**src/rtl/sysbus_pkg.sv**
```systemverilog
// Shared sysbus definitions: writeback FSM states, write-memory tag and sizing helper.
// The SYSBUS_* macros get fallback encodings when the surrounding build does not define them.
`ifndef SYSBUS_WRITE
`define SYSBUS_WRITE 1'b0
`endif
`ifndef SYSBUS_MEMORY
`define SYSBUS_MEMORY 4'b0001
`endif

package sysbus_pkg;

   typedef enum logic [2:0] {
      StIdle,
      StArb,
      StAddr,
      StData,
      StEnd
   } sb_state_e;

   localparam int unsigned SysbusWrMemTag =
      (32'(`SYSBUS_WRITE) << 12) | (32'(`SYSBUS_MEMORY) << 8);

   // Index width that stays legal when only a single slot or beat exists.
   function automatic int unsigned clog2_min1(input int unsigned v);
      return (v > 1) ? $clog2(v) : 1;
   endfunction

endpackage

```
**src/rtl/line_fifo.sv**
```systemverilog
// Small synchronous FIFO holding pending {address, line} writeback entries.
module line_fifo
   import sysbus_pkg::*;
#(
   parameter int unsigned Width = 8,
   parameter int unsigned Depth = 2
) (
   input  logic             clk_i,
   input  logic             rst_ni,
   input  logic             push_i,
   input  logic [Width-1:0] wdata_i,
   input  logic             pop_i,
   output logic [Width-1:0] rdata_o,
   output logic             full_o,
   output logic             empty_o
);

   localparam int unsigned PtrW = clog2_min1(Depth);
   localparam int unsigned CntW = $clog2(Depth) + 1;

   logic [Width-1:0] mem_q [Depth];
   logic [PtrW-1:0]  wr_ptr_q, wr_ptr_d;
   logic [PtrW-1:0]  rd_ptr_q, rd_ptr_d;
   logic [CntW-1:0]  cnt_q, cnt_d;
   logic             do_push, do_pop;

   function automatic logic [PtrW-1:0] ptr_inc(input logic [PtrW-1:0] p);
      return (p == PtrW'(Depth - 1)) ? '0 : p + 1'b1;
   endfunction

   assign full_o  = (cnt_q == CntW'(Depth));
   assign empty_o = (cnt_q == '0);
   assign do_pop  = pop_i && !empty_o;
   // A full queue may still take a push when the head leaves in the same cycle.
   assign do_push = push_i && (!full_o || do_pop);
   assign rdata_o = mem_q[rd_ptr_q];

   always_comb begin
      wr_ptr_d = wr_ptr_q;
      rd_ptr_d = rd_ptr_q;
      cnt_d    = cnt_q + CntW'(do_push) - CntW'(do_pop);
      if (do_push) wr_ptr_d = ptr_inc(wr_ptr_q);
      if (do_pop)  rd_ptr_d = ptr_inc(rd_ptr_q);
   end

   always_ff @(posedge clk_i or negedge rst_ni) begin
      if (!rst_ni) begin
         wr_ptr_q <= '0;
         rd_ptr_q <= '0;
         cnt_q    <= '0;
      end else begin
         wr_ptr_q <= wr_ptr_d;
         rd_ptr_q <= rd_ptr_d;
         cnt_q    <= cnt_d;
      end
   end

   always_ff @(posedge clk_i) begin
      if (do_push) mem_q[wr_ptr_q] <= wdata_i;
   end

endmodule

```
**src/rtl/store_line_writer.sv**
```systemverilog
// Cache-line writeback engine: queues line writes, wins the sysbus, sends address then BEATS beats.
// Optional completed-line counter enabled by defining STORE_LINE_WRITER_COUNT_EN.
module store_line_writer
   import sysbus_pkg::*;
#(
   parameter int unsigned BUS_DATA_WIDTH = 64,
   parameter int unsigned LINE_BYTES     = 64,
   parameter int unsigned BUS_TAG_WIDTH  = 13,
   parameter int unsigned QUEUE_DEPTH    = 2
) (
   input  logic                      clk_i,
   input  logic                      rst_ni,
   input  logic                      wb_valid_i,
   output logic                      wb_ready_o,
   input  logic [BUS_DATA_WIDTH-1:0] wb_addr_i,
   input  logic [LINE_BYTES*8-1:0]   wb_data_i,
   output logic                      wb_done_o,
   output logic                      abtr_reqcyc_o,
   input  logic                      abtr_grant_i,
   output logic                      bus_busy_o,
   output logic                      main_bus_reqcyc_o,
   input  logic                      main_bus_reqack_i,
   output logic [BUS_DATA_WIDTH-1:0] main_bus_req_o,
   output logic [BUS_TAG_WIDTH-1:0]  main_bus_reqtag_o,
   input  logic                      main_bus_respcyc_i,
   output logic                      main_bus_respack_o,
   output logic [31:0]               wb_count_o
);

   localparam int unsigned LineW  = LINE_BYTES * 8;
   localparam int unsigned Beats  = LineW / BUS_DATA_WIDTH;
   localparam int unsigned BeatW  = clog2_min1(Beats);
   localparam int unsigned EntryW = BUS_DATA_WIDTH + LineW;

   localparam logic [BUS_DATA_WIDTH-1:0] AddrMask = ~(BUS_DATA_WIDTH'(LINE_BYTES - 1));
   localparam logic [BUS_TAG_WIDTH-1:0]  WrMemTag = BUS_TAG_WIDTH'(SysbusWrMemTag);

   logic                      fifo_push, fifo_pop, fifo_full, fifo_empty;
   logic [EntryW-1:0]         fifo_rdata;
   logic [BUS_DATA_WIDTH-1:0] head_addr;
   logic [LineW-1:0]          head_data;

   sb_state_e                 state_q;
   logic [BeatW-1:0]          beat_q;
   logic                      abtr_reqcyc_q, bus_busy_q, reqcyc_q, wb_done_q;
   logic [BUS_DATA_WIDTH-1:0] req_q;
   logic [BUS_TAG_WIDTH-1:0]  tag_q;
   logic                      unused_respcyc;

   assign unused_respcyc = main_bus_respcyc_i;

   assign wb_ready_o = !fifo_full;
   assign fifo_push  = wb_valid_i && !fifo_full;
   assign fifo_pop   = (state_q == StData) && (beat_q == BeatW'(Beats - 1));
   assign head_addr  = fifo_rdata[EntryW-1 -: BUS_DATA_WIDTH];
   assign head_data  = fifo_rdata[LineW-1:0];

   line_fifo #(
      .Width (EntryW),
      .Depth (QUEUE_DEPTH)
   ) u_fifo (
      .clk_i   (clk_i),
      .rst_ni  (rst_ni),
      .push_i  (fifo_push),
      .wdata_i ({wb_addr_i, wb_data_i}),
      .pop_i   (fifo_pop),
      .rdata_o (fifo_rdata),
      .full_o  (fifo_full),
      .empty_o (fifo_empty)
   );

   function automatic logic [BUS_DATA_WIDTH-1:0] beat_slice(input logic [LineW-1:0] line,
                                                           input logic [BeatW-1:0] idx);
      return line[int'(idx)*BUS_DATA_WIDTH +: BUS_DATA_WIDTH];
   endfunction

   // Outputs are registered alongside the state, so each is loaded on entry to the state it serves.
   always_ff @(posedge clk_i or negedge rst_ni) begin
      if (!rst_ni) begin
         state_q       <= StIdle;
         beat_q        <= '0;
         abtr_reqcyc_q <= 1'b0;
         bus_busy_q    <= 1'b0;
         reqcyc_q      <= 1'b0;
         wb_done_q     <= 1'b0;
         req_q         <= '0;
         tag_q         <= '0;
      end else begin
         wb_done_q <= 1'b0;
         unique case (state_q)
            StIdle: begin
               if (!fifo_empty || fifo_push) begin
                  state_q       <= StArb;
                  abtr_reqcyc_q <= 1'b1;
               end
            end
            StArb: begin
               if (abtr_grant_i) begin
                  state_q       <= StAddr;
                  abtr_reqcyc_q <= 1'b0;
                  bus_busy_q    <= 1'b1;
                  reqcyc_q      <= 1'b1;
                  req_q         <= head_addr & AddrMask;
                  tag_q         <= WrMemTag;
               end
            end
            StAddr: begin
               if (main_bus_reqack_i) begin
                  state_q <= StData;
                  beat_q  <= '0;
                  req_q   <= beat_slice(head_data, '0);
               end
            end
            StData: begin
               if (fifo_pop) begin
                  state_q   <= StEnd;
                  reqcyc_q  <= 1'b0;
                  req_q     <= '0;
                  tag_q     <= '0;
                  wb_done_q <= 1'b1;
               end else begin
                  beat_q <= beat_q + 1'b1;
                  req_q  <= beat_slice(head_data, beat_q + 1'b1);
               end
            end
            StEnd: begin
               bus_busy_q <= 1'b0;
               if (!fifo_empty || fifo_push) begin
                  state_q       <= StArb;
                  abtr_reqcyc_q <= 1'b1;
               end else begin
                  state_q <= StIdle;
               end
            end
            default: state_q <= StIdle;
         endcase
      end
   end

   assign abtr_reqcyc_o      = abtr_reqcyc_q;
   assign bus_busy_o         = bus_busy_q;
   assign main_bus_reqcyc_o  = reqcyc_q;
   assign main_bus_req_o     = req_q;
   assign main_bus_reqtag_o  = tag_q;
   assign main_bus_respack_o = 1'b0;
   assign wb_done_o          = wb_done_q;

`ifdef STORE_LINE_WRITER_COUNT_EN
   logic [31:0] wb_count_q;

   always_ff @(posedge clk_i or negedge rst_ni) begin
      if (!rst_ni) begin
         wb_count_q <= '0;
      end else if (wb_done_q) begin
         wb_count_q <= wb_count_q + 32'd1;
      end
   end

   assign wb_count_o = wb_count_q;
`else
   assign wb_count_o = '0;
`endif

endmodule

```
**config.mk**
```make
export PLATFORM = sky130hd
export DESIGN_NAME = store_line_writer
export DESIGN_NICKNAME = d
export VERILOG_FILES = /design/src/rtl/sysbus_pkg.sv /design/src/rtl/line_fifo.sv /design/src/rtl/store_line_writer.sv
export SDC_FILE = /design/constraint.sdc
export NUM_CORES = 1
export LEC_CHECK = 0
export ABC_CLOCK_PERIOD_IN_PS = 24700
export BUFFER_PORTS_ARGS = -buffer_cell sky130_fd_sc_hd__buf_4
export CORE_MARGIN = 5
export CORE_UTILIZATION = 52
export DETAILED_ROUTE_END_ITERATION = 10
export GPL_TIMING_DRIVEN = 0
export PLACE_DENSITY = 0.76
export SLEW_MARGIN = 20
export SYNTH_ARGS = -nofsm -noshare
export SYNTH_HDL_FRONTEND = slang
export SYNTH_HIERARCHICAL = 1
export SYNTH_SLANG_ARGS = --single-unit
```
**constraint.sdc**
```tcl
create_clock -name clk_i -period 24.7 [get_ports clk_i]
set_input_delay 4.94 -clock clk_i [delete_from_list [all_inputs] [get_ports clk_i]]
set_output_delay 4.94 -clock clk_i [all_outputs]
set_load 0.02 [all_outputs]
```
==> run summary <==
The highest metal layer carrying signal wires in the routed design is met5. The met3 wire length came out at around 14000 um. The worst register-to-register path begins at state_q[1].

The count of hold buffers inserted by post-cts repair came out at 0. In this run the tightest slew margin relative to its limit is 26.7%. For this run, the top clock speed supported by timing is 0.140 GHz. The total standard cell area after synthesis is 0.0500 mm^2. After clock tree synthesis, the repair step resized 0 gates. Among cell families on the critical path, the largest total delay comes from buffers and inverters. On the critical path, the stage with the largest delay is an instance of sky130_fd_sc_hd__nor2_4. In this run the most critical hold path is launched from main_bus_req_o[6]. The mean number of vias per cell is 5.78. At the pin with the least slew margin, the transition time is roughly 1.1 ns.

The flow ran to the end, and the final reports show no timing, DRC or antenna violations. The post-route fraction of the period consumed by the critical path is between 20 and 30%. At the end of routability-driven placement, the weighted congestion stood at 0.832.

The static leakage came out at 22.7 nW. The cell depth of the worst hold path came out at 2. The worst setup skew after layout is 0.0265 ns. The required time at the endpoint of the critical path is ~25 ns. The length of the first detailed-routing pass in iterations came out at 6. The clock tree from TritonCTS is done. The largest stage delay on the critical path came out at approximately 0.54 ns.

The buffer and inverter count on the worst path came out at 7. Summed over all nets, wire length on met2 after detailed routing comes to 74300 um. The fraction of final layout cells with drive strength greater than 1 is 45.4%.

The fraction of the core area covered by cells at the end of the flow came out at around 65%. After clock tree synthesis, the clock-pin slew on the worst setup and hold paths is about 0.06 ns. The final hold violation count came out at 0. The register-to-register path setup slack came out at 20.98 ns. Buffers added to address setup during post-CTS repair amount to 0. The wire length after detailed routing is between 100000 and 150000 um. The clock root buffer is sky130_fd_sc_hd__clkbuf_16. The multi-input gate area in the final layout came out at around 0.012 mm^2. The die boundary height is around 320 um. In the final routed layout, each cell accounts on average for 29.6 um. The count of final setup violators is 0. The detailed placement HPWL came out at roughly 110000 um. STA classifies the critical path startpoint as a primary input. Clock tree synthesis found a total of ~1200 sinks. The areal power density over the cells came out at 131 mW/mm^2.

The number of buffers created by CTS is 130. The area enclosed by the die boundary is between 0.1 and 0.15 mm^2. The number of pins exceeding their max-slew limit in the final report came to 0. The DRC violation count after routing is 0. The highest ir drop seen on vdd came out at roughly 77 uV. Synthesis produced a netlist whose cell count is between 2000 and 3000. The chip width came out at 320 um.

The critical path starts at wb_valid_i. The initial antenna violation count is 44. The count of yosys warnings during synthesis is 6. The worst setup path is captured at a flop.

Setup repair after global routing left no endpoint under its margin. The total overflow left after global routing is 0. Averaged over all synthesized cells, the footprint is 18.3 um^2. The clock latency reported for the late side of the worst-skew pair came out at 0.73 ns. The layout overhead on the synthesized area came out at 24.5%.

The I/O pin count is 697. The number of logic stages on the critical path including buffering is 10. Traced cell by cell, the critical path runs through buf_4 -> nor2b_1 -> o21ai_1 -> nor2_4 -> buf_12 -> buf_16 -> buf_12 -> buf_12 -> buf_12 -> buf_12. The sequential cell area in the final layout came out at ~0.036 mm^2.

The routed design could run at a clock period as short as slightly above 7 ns. The kind of critical path is in -> reg. The H-tree level count is 4. The effective utilization at floorplan is approximately 52%. The worst-case hold path end point is main_bus_req_o[6]. The count of fill cells added during filler insertion came out at between 6000 and 7000. The worst register-to-register path has a depth of 11. The clock passes through at most 3 buffers.

Across all layers, the routed design uses a little under 30000 vias. In this run the worst path has a maximum fanout of 24. The data arrival time at the worst-slack endpoint is roughly 7.6 ns. The worst reg2reg path endpoint is u_fifo/mem_q[0][346]. The routed metal-1 wire length is roughly 55000 um. The maximum number of pins on one net before global-route repair is about 80. The number of nets in the layout is 4197. The quantity of I/O buffers inserted on ports came out at 644.

The completed layout was analyzed and its total power is around 8.2 mW. The global-route wire length before repair came out at 208000 um. The all-layer global routing usage came out at 28.3%.

The reported max-cap violation count is 0. The number of violations reported at the end of detailed-routing iteration 0 is 2799. The cell repeated most along the worst path is sky130_fd_sc_hd__buf_12.

The via count of the first global-routing pass is around 30000. The standard cell core area came out at 0.0953 mm^2. The type of the worst min-delay path is reg -> reg.

In this run the core area contains around 110 standard-cell rows. The post-route antenna net violation count is 0.
-- worst min-delay path, cell delays in order, from the launching register on --
cell and delay, ns:
sky130_fd_sc_hd__dfrtp_1 0.34, sky130_fd_sc_hd__nand2_1 0.05, sky130_fd_sc_hd__nand3_1 0.07
-- registers in the layout (all words and copies together) (netlist names) --
signal / count
abtr_reqcyc_o: 1
beat_q: 3
bus_busy_o: 1
main_bus_req_o: 64
main_bus_reqtag_o: 1
state_q: 3
u_fifo/cnt_q: 2
u_fifo/mem_q: 1140
u_fifo/rd_ptr_q: 1
u_fifo/wr_ptr_q: 1
wb_done_o: 1
-- per-stage QoR --
stage / worst slack, ns / cell area (um^2) / instances / setup TNS [ns] / hold WS, ns
6_report: 17.57 / 62300 / 5018 / 0 / 0.496
5_1_grt: 17.48 / 62200 / 5002 / 0 / 0.516
4_1_cts: 17.66 / 62200 / 4982 / 0 / 0.497
3_5_place_dp: 16.88 / 58000 / 4745 / 0 / 0.485
3_3_place_gp: -20.44 / 56600 / 4686 / - / 0.477
2_1_floorplan: -5.81 / 50200 / 2777 / -6619.67 / 0.468
-- report_power, final --
group / leakage, nW / total (mW) / internal [mW] / switching, mW
clock network: 2.02 / 1.89 / 1.10 / 0.787
logic: 9.22 / 3.30 / 1.40 / 1.91
registers: 11.4 / 2.99 / 2.86 / 0.131
-- how the worst max path moves through the flow --
stage,end,slack (ns)
3_3_place_gp,u_fifo/mem_q[1][294],-20.44
6_report,u_fifo/mem_q[0][346],17.57
2_1_floorplan,u_fifo/mem_q[0][0],-5.81
3_5_place_dp,u_fifo/mem_q[0][280],16.88
5_1_grt,u_fifo/mem_q[0][346],17.48
4_1_cts,u_fifo/mem_q[0][280],17.66
-- cell usage in the layout, fill, tap and decap left out, types with 5 or more instances in the layout --
cell	instances
sky130_fd_sc_hd__nand3_1	90
sky130_fd_sc_hd__nand2_1	66
sky130_fd_sc_hd__clkbuf_8	10
sky130_fd_sc_hd__conb_1	45
sky130_fd_sc_hd__clkinv_2	12
sky130_fd_sc_hd__mux2_2	582
sky130_fd_sc_hd__bufinv_16	7
sky130_fd_sc_hd__buf_4	699
sky130_fd_sc_hd__nor2_1	68
sky130_fd_sc_hd__nand2b_1	36
sky130_fd_sc_hd__nor2b_1	5
sky130_fd_sc_hd__inv_6	6
sky130_fd_sc_hd__mux4_2	57
sky130_fd_sc_hd__a211o_1	58
sky130_fd_sc_hd__a21oi_1	62
sky130_fd_sc_hd__o211ai_1	26
sky130_fd_sc_hd__buf_2	38
sky130_fd_sc_hd__clkinv_8	5
sky130_fd_sc_hd__clkinvlp_4	5
sky130_fd_sc_hd__buf_16	31
sky130_fd_sc_hd__mux2i_1	129
sky130_fd_sc_hd__buf_12	28
sky130_fd_sc_hd__buf_1	5
sky130_fd_sc_hd__clkinv_1	25
sky130_fd_sc_hd__o21ai_0	13
sky130_fd_sc_hd__clkbuf_16	134
sky130_fd_sc_hd__a22oi_1	66
sky130_fd_sc_hd__buf_6	65
sky130_fd_sc_hd__diode_2	36
sky130_fd_sc_hd__edfxtp_1	1140
sky130_fd_sc_hd__dfrtp_1	78
sky130_fd_sc_hd__clkbuf_1	77
-- cell type report --
type	instances	share of cell area (%)
Inverter	5	0.0301
Sequential cell	1218	58.1
Clock buffer	176	5.80
Multi-Input combinational cell	1343	20.0
Timing Repair Buffer	703	10.0
Tap cell	1265	2.54
Buffer	211	2.52
Antenna cell	36	0.145
Clock inverter	61	0.892
-- layer usage --
layer,GRT usage [%],up-vias
li1,-,12500
met1,35.1,14800
met2,47.8,1421
met3,8.70,267
met4,9.83,26
met5,0,-
Power figures use the tool's default switching activity.
